===== config.mk =====
export PLATFORM = sky130hd
export DESIGN_NAME = rf_2r_1w_param
export DESIGN_NICKNAME = d
export VERILOG_FILES = /design/src/rtl/rf_2r_1w_param.sv
export SDC_FILE = /design/constraint.sdc
export NUM_CORES = 1
export LEC_CHECK = 0
export CAP_MARGIN = 20
export CORE_ASPECT_RATIO = 0.8
export CORE_MARGIN = 3
export CORE_UTILIZATION = 30
export CTS_BUF_LIST = sky130_fd_sc_hd__clkbuf_4
export DETAILED_ROUTE_END_ITERATION = 12
export RECOVER_POWER = 50
export SYNTH_ARGS = -nofsm -noshare
export SYNTH_HDL_FRONTEND = slang
export SYNTH_SLANG_ARGS = --single-unit

===== constraint.sdc =====
create_clock -name rf_clock -period 9.3 [get_ports rf_clock]
set_input_delay 1.395 -clock rf_clock [delete_from_list [all_inputs] [get_ports rf_clock]]
set_output_delay 1.395 -clock rf_clock [all_outputs]
set_load 0.005 [all_outputs]

===== src/rtl/rf_2r_1w_param.sv =====
`default_nettype none
// ============================================================================
//  Module   : rf_2r_1w_param
//  Purpose  : Parametrised register file with two combinational read ports,
//             one synchronous write port, a hardware clear sequencer that
//             zeroes every entry after reset or on request, and an optional
//             write-to-read bypass.
//  Ports    : rf_clock        - clock, all state changes on the rising edge
//             rf_reset        - asynchronous active-low reset (starts a sweep)
//             rf_clear        - synchronous request to zero all entries
//             rf_rd_addr_0/1  - read addresses
//             rf_rd_data_0/1  - read data (combinational, 0 while busy)
//             rf_wr_enable    - write request
//             rf_wr_addr      - write address
//             rf_wr_data      - write data
//             rf_wr_accepted  - write request taken this cycle
//             rf_busy         - clear sweep in progress
//  Revision : 1.0 - initial release
// ============================================================================
module rf_2r_1w_param #(
    parameter int WIDTH     = 32,
    parameter int ADDR_BITS = 3,
    parameter int BYPASS    = 1
) (
    input  logic                 rf_clock,
    input  logic                 rf_reset,
    input  logic                 rf_clear,
    input  logic [ADDR_BITS-1:0] rf_rd_addr_0,
    output logic [WIDTH-1:0]     rf_rd_data_0,
    input  logic [ADDR_BITS-1:0] rf_rd_addr_1,
    output logic [WIDTH-1:0]     rf_rd_data_1,
    input  logic                 rf_wr_enable,
    input  logic [ADDR_BITS-1:0] rf_wr_addr,
    input  logic [WIDTH-1:0]     rf_wr_data,
    output logic                 rf_wr_accepted,
    output logic                 rf_busy
);

    localparam int DEPTH = 1 << ADDR_BITS;
    // Last entry of the sweep is the all-ones address (DEPTH-1).
    localparam logic [ADDR_BITS-1:0] C_LAST_ADDR = '1;

    typedef enum logic [0:0] {
        ST_IDLE  = 1'b0,
        ST_CLEAR = 1'b1
    } state_t;

    state_t               r_state;
    state_t               w_state_nxt;
    logic [ADDR_BITS-1:0] r_clr_addr;
    logic [ADDR_BITS-1:0] w_clr_addr_nxt;
    logic                 w_sweep_we;
    logic [ADDR_BITS-1:0] w_sweep_addr;
    logic                 w_fwd_0;
    logic                 w_fwd_1;

    // No reset on the storage so it can map onto distributed RAM.
    logic [WIDTH-1:0]     r_mem [DEPTH];

    assign rf_busy        = (r_state == ST_CLEAR);
    assign rf_wr_accepted = rf_wr_enable && !rf_busy;

    // ------------------------------------------------------------------
    // Clear sequencer: next state, next counter and sweep write port.
    // ------------------------------------------------------------------
    always_comb begin
        w_state_nxt    = r_state;
        w_clr_addr_nxt = r_clr_addr;
        w_sweep_we     = 1'b0;
        w_sweep_addr   = r_clr_addr;
        case (r_state)
            ST_IDLE: begin
                // The request edge itself writes nothing; the sweep starts
                // on the following edge.
                if (rf_clear) begin
                    w_state_nxt    = ST_CLEAR;
                    w_clr_addr_nxt = '0;
                end
            end
            ST_CLEAR: begin
                w_sweep_we = 1'b1;
                if (rf_clear) begin
                    // Restart: entry 0 is cleared on this edge, so the
                    // counter moves on to 1 and a full sweep follows.
                    w_sweep_addr   = '0;
                    w_clr_addr_nxt = ADDR_BITS'(1);
                end else if (r_clr_addr == C_LAST_ADDR) begin
                    w_state_nxt    = ST_IDLE;
                    w_clr_addr_nxt = '0;
                end else begin
                    w_clr_addr_nxt = r_clr_addr + ADDR_BITS'(1);
                end
            end
            default: begin
                w_state_nxt    = ST_CLEAR;
                w_clr_addr_nxt = '0;
            end
        endcase
    end

    always_ff @(posedge rf_clock or negedge rf_reset) begin
        if (!rf_reset) begin
            r_state    <= ST_CLEAR;
            r_clr_addr <= '0;
        end else begin
            r_state    <= w_state_nxt;
            r_clr_addr <= w_clr_addr_nxt;
        end
    end

    // ------------------------------------------------------------------
    // Storage. Sweep and user writes are mutually exclusive because user
    // writes are only accepted outside the sweep.
    // ------------------------------------------------------------------
    always_ff @(posedge rf_clock) begin
        if (w_sweep_we) begin
            r_mem[w_sweep_addr] <= '0;
        end else if (rf_wr_accepted) begin
            r_mem[rf_wr_addr] <= rf_wr_data;
        end
    end

    // ------------------------------------------------------------------
    // Read ports with optional same-cycle forwarding of accepted writes.
    // ------------------------------------------------------------------
    generate
        if (BYPASS != 0) begin : g_bypass
            assign w_fwd_0 = rf_wr_accepted && (rf_wr_addr == rf_rd_addr_0);
            assign w_fwd_1 = rf_wr_accepted && (rf_wr_addr == rf_rd_addr_1);
        end else begin : g_no_bypass
            assign w_fwd_0 = 1'b0;
            assign w_fwd_1 = 1'b0;
        end
    endgenerate

    assign rf_rd_data_0 = rf_busy ? '0 : (w_fwd_0 ? rf_wr_data : r_mem[rf_rd_addr_0]);
    assign rf_rd_data_1 = rf_busy ? '0 : (w_fwd_1 ? rf_wr_data : r_mem[rf_rd_addr_1]);

endmodule
`default_nettype wire


==> metrics.md <==
| Metric | Value |
|---|---|
| Die H | roughly 190 µm |
| Area Overhead vs Synth | 18.2% |
| # port buffers | 110 |
| Fin. Hold Viols | 0 |
| RR Startpoint | rf_busy$_DFF_PN1_ |
| Design area | 15500 µm² |
| Violated checks | max-capacitance violations, max-slew violations |
| Routed WL | ~33000 µm |
| Register area share after synthesis | 59.5% |
| Area of the core | 42500 µm² |
| Clk sinks | 260 |
| DIE AREA | about 46000 µm² |
| Final Util | between 30% and 40% |
| Syn Std Cell Area | roughly 13000 µm² |
| Most common cell in the netlist | edfxtp_1 |
| Fmax | 145 MHz |
| CTS H-tree depth | 3 |
| Worst r2r dst | r_mem[6][29]$_DFFE_PP_ |
| Max_cap viols | 2 |
| # resized after CTS | 0 |
| Fin Setup TNS | 0 ps |
| Synth warn | 0 |
| Synth unique cells | 26 |
| Reg2reg setup slack | 4070 ps |
| Row cnt | 67 |
| Share of post-route cells with drive strength above 1 | 20.0% |
| DP HPWL | roughly 19000 µm |
| Max-slew violations | 40 |
| Startpoint class of the critical path | primary input |
| Die Wd | 239 µm |
| CTS Buffer Depth | 3 |
| Nets | 901 |
| Top post-synthesis cells by area | edfxtp_1, mux4_1, mux4_2 |
| Peak supply drop | between 0.09 and 0.1 mV |
| Vias in the first global route | 7819 |
| Worst Path Max Fanout | 39 |
| Final setup fails | 0 |
| Insertion delay of the later-clocked pin in the worst-skew pair | 690 ps |
| Clock skew | 20.3 ps |
| Starting density of the core | 30.8% |
| Synth top cells by count | edfxtp_1, mux4_1, mux2i_1 |
| GRT Util Overall | 14.5% |
| Worst setup path startpoint | rf_wr_enable |
| GP Congestion | slightly below 0.7 |
| Leakage | 5.19 nW |
| Setup Fix Bufs, Post-CTS | 0 |
| Via density | roughly 5.2 |
| Max_slew headroom | -67.5% |
| Hold WC Path Type | flop to flop |
| Crit path capture type | output port |
| Post-synth EDFFs | roughly 260 |
| Worst path required time | between 7000 and 8000 ps |
| Largest net degree at the start of global routing | 45 |
| Placed Area | 14700 µm² |
| Crit share post-route | 74.2% |
| Initial antenna violation count | 2 |
| Tmin final | 6900 ps |
| First DRT Iteration DRCs | 477 |
| Cts hold-fix bufs | 0 |
| Cells after Synth | 713 |
| Met1 usage | about a fifth |
| Outcome | finished with violations |
| Boundary pin count | 111 |
| Crit path arrival time | 5500 ps |
| Synth Net Count | 760 |
| DR vias | 7524 |
| Worst-Margin Slew | between 2000 and 3000 ps |
| Total CTS buffers | 67 |
| Crit path kind | primary input to output port |
| Syn avg cell area | 18.3 µm² |
| Met3 Usage GRT | around 3.8% |
| Unrepaired setup endpoints after global routing | no |
| Worst-path clk slew | 60 ps |
| Ys flop type | edfxtp_1 |
| Gr ovfl total | 0 |
| Post-route DRC violation count | 0 |
| Reg2Reg Depth | 5 |
| Largest area contributor in the netlist | edfxtp_1 |
| Gr busiest metal | met2 |
| Post-synthesis register bit count | 260 |
| CTS tree | done |
| Wire per inst | around 23 µm |
| PD cells | roughly 190 nW/µm² |
| Met2 usage in global routing | 24.0% |
| Synth top area share | between 50% and 60% |
| CTS root buf | clkbuf_4 |
| Final hold slack | roughly 600 ps |
| Global-route wire length before repair | 49100 µm |
| Final ANT Viol Nets | 0 |
| Drt pass-1 iters | 5 |
| Synth async-reset ratio | 1.54% |
| Critical Path End | rf_rd_data_0[11] |
[per-stage QoR]
step           setup WS (ps)  instances  total power [mW]
6_report                2400       1449              2.89
5_1_grt                 2090       1449              3.04
4_1_cts                 3810       1447              2.94
3_5_place_dp            3820       1337              2.00
3_3_place_gp            3810       1337              1.99
2_1_floorplan           4460        713              1.80
[cell usage in the layout, fill, tap and decap left out, types with 2 or more instances in the layout]
| master | count |
|---|---|
| a21oi_1 | 64 |
| and2_0 | 32 |
| buf_2 | 4 |
| buf_4 | 21 |
| clkbuf_1 | 3 |
| clkbuf_4 | 91 |
| clkdlybuf4s50_1 | 101 |
| clkinv_1 | 12 |
| clkinv_2 | 2 |
| dfrtp_1 | 3 |
| diode_2 | 2 |
| dlygate4sd3_1 | 3 |
| edfxtp_1 | 256 |
| ha_1 | 2 |
| inv_1 | 2 |
| inv_2 | 5 |
| mux2i_1 | 68 |
| mux4_1 | 79 |
| mux4_2 | 49 |
| nand2_1 | 4 |
| nand4_1 | 2 |
| nor2_1 | 4 |
| nor2_4 | 3 |
| nor3_1 | 2 |
| nor3_2 | 2 |
| o21ai_0 | 67 |
| xnor2_1 | 6 |
[report_power, final]
part | switching, mW | internal (mW)
sequential | 0.0501 | 1.44
combinational | 0.254 | 0.224
clock | 0.452 | 0.479
total | 0.756 | 2.14
[critical path: stages]
cell and delay [ps]:
dlygate4sd3_1 550, nor2b_1 130, clkbuf_1 1800, nand4_1 350, buf_4 410, a21oi_1 290
clkdlybuf4s50_1 560
[cell families (layout without fill, tap and decap cells)]
group	after synthesis	after routing	synth area share, %
adder cells (fa/ha/maj)	2	2	0.191
AND/OR/NAND/NOR	50	50	2.14
flip-flops	260	260	59.5
other	0	2	0
XOR/XNOR	6	6	0.402
multiplexers	197	197	29.6
AO/OA/AOI/OAI	135	135	5.24
buffers and inverters	63	245	2.89
[layout make-up]
class,instances,area [µm²]
Antenna cell,2,5.00
Clock buffer,91,683
Clock inverter,19,100
Fill cell,3932,27000
Inverter,3,11.3
Multi-Input combinational cell,390,4950
Sequential cell,260,7790
Tap cell,552,691
Timing Repair Buffer,132,1230
[sequential cells by signal (all words and copies together), names as in the netlist]
register,cells
r_clr_addr,3
r_mem,256
rf_busy,1
[layer usage]
layer | wire length, µm | vias up
li1 | - | 3385
met2 | 16100 | 240
met1 | 14700 | 3856
met5 | 0 | -
met4 | 571 | 0
met3 | 1840 | 43
[how the worst min path moves through the flow]
stage | startpoint | depth (start not counted) | end
after global routing | r_clr_addr[2]$_DFF_PN0_ | 2 | r_clr_addr[2]$_DFF_PN0_
after floorplan | r_clr_addr[2]$_DFF_PN0_ | 2 | r_clr_addr[2]$_DFF_PN0_
after CTS | r_clr_addr[2]$_DFF_PN0_ | 2 | r_clr_addr[2]$_DFF_PN0_
final | r_clr_addr[2]$_DFF_PN0_ | 2 | r_clr_addr[2]$_DFF_PN0_
after global placement | r_clr_addr[2]$_DFF_PN0_ | 2 | r_clr_addr[2]$_DFF_PN0_
after detailed placement | r_clr_addr[2]$_DFF_PN0_ | 2 | r_clr_addr[2]$_DFF_PN0_
Note: power is estimated with default switching activity, not from simulation.
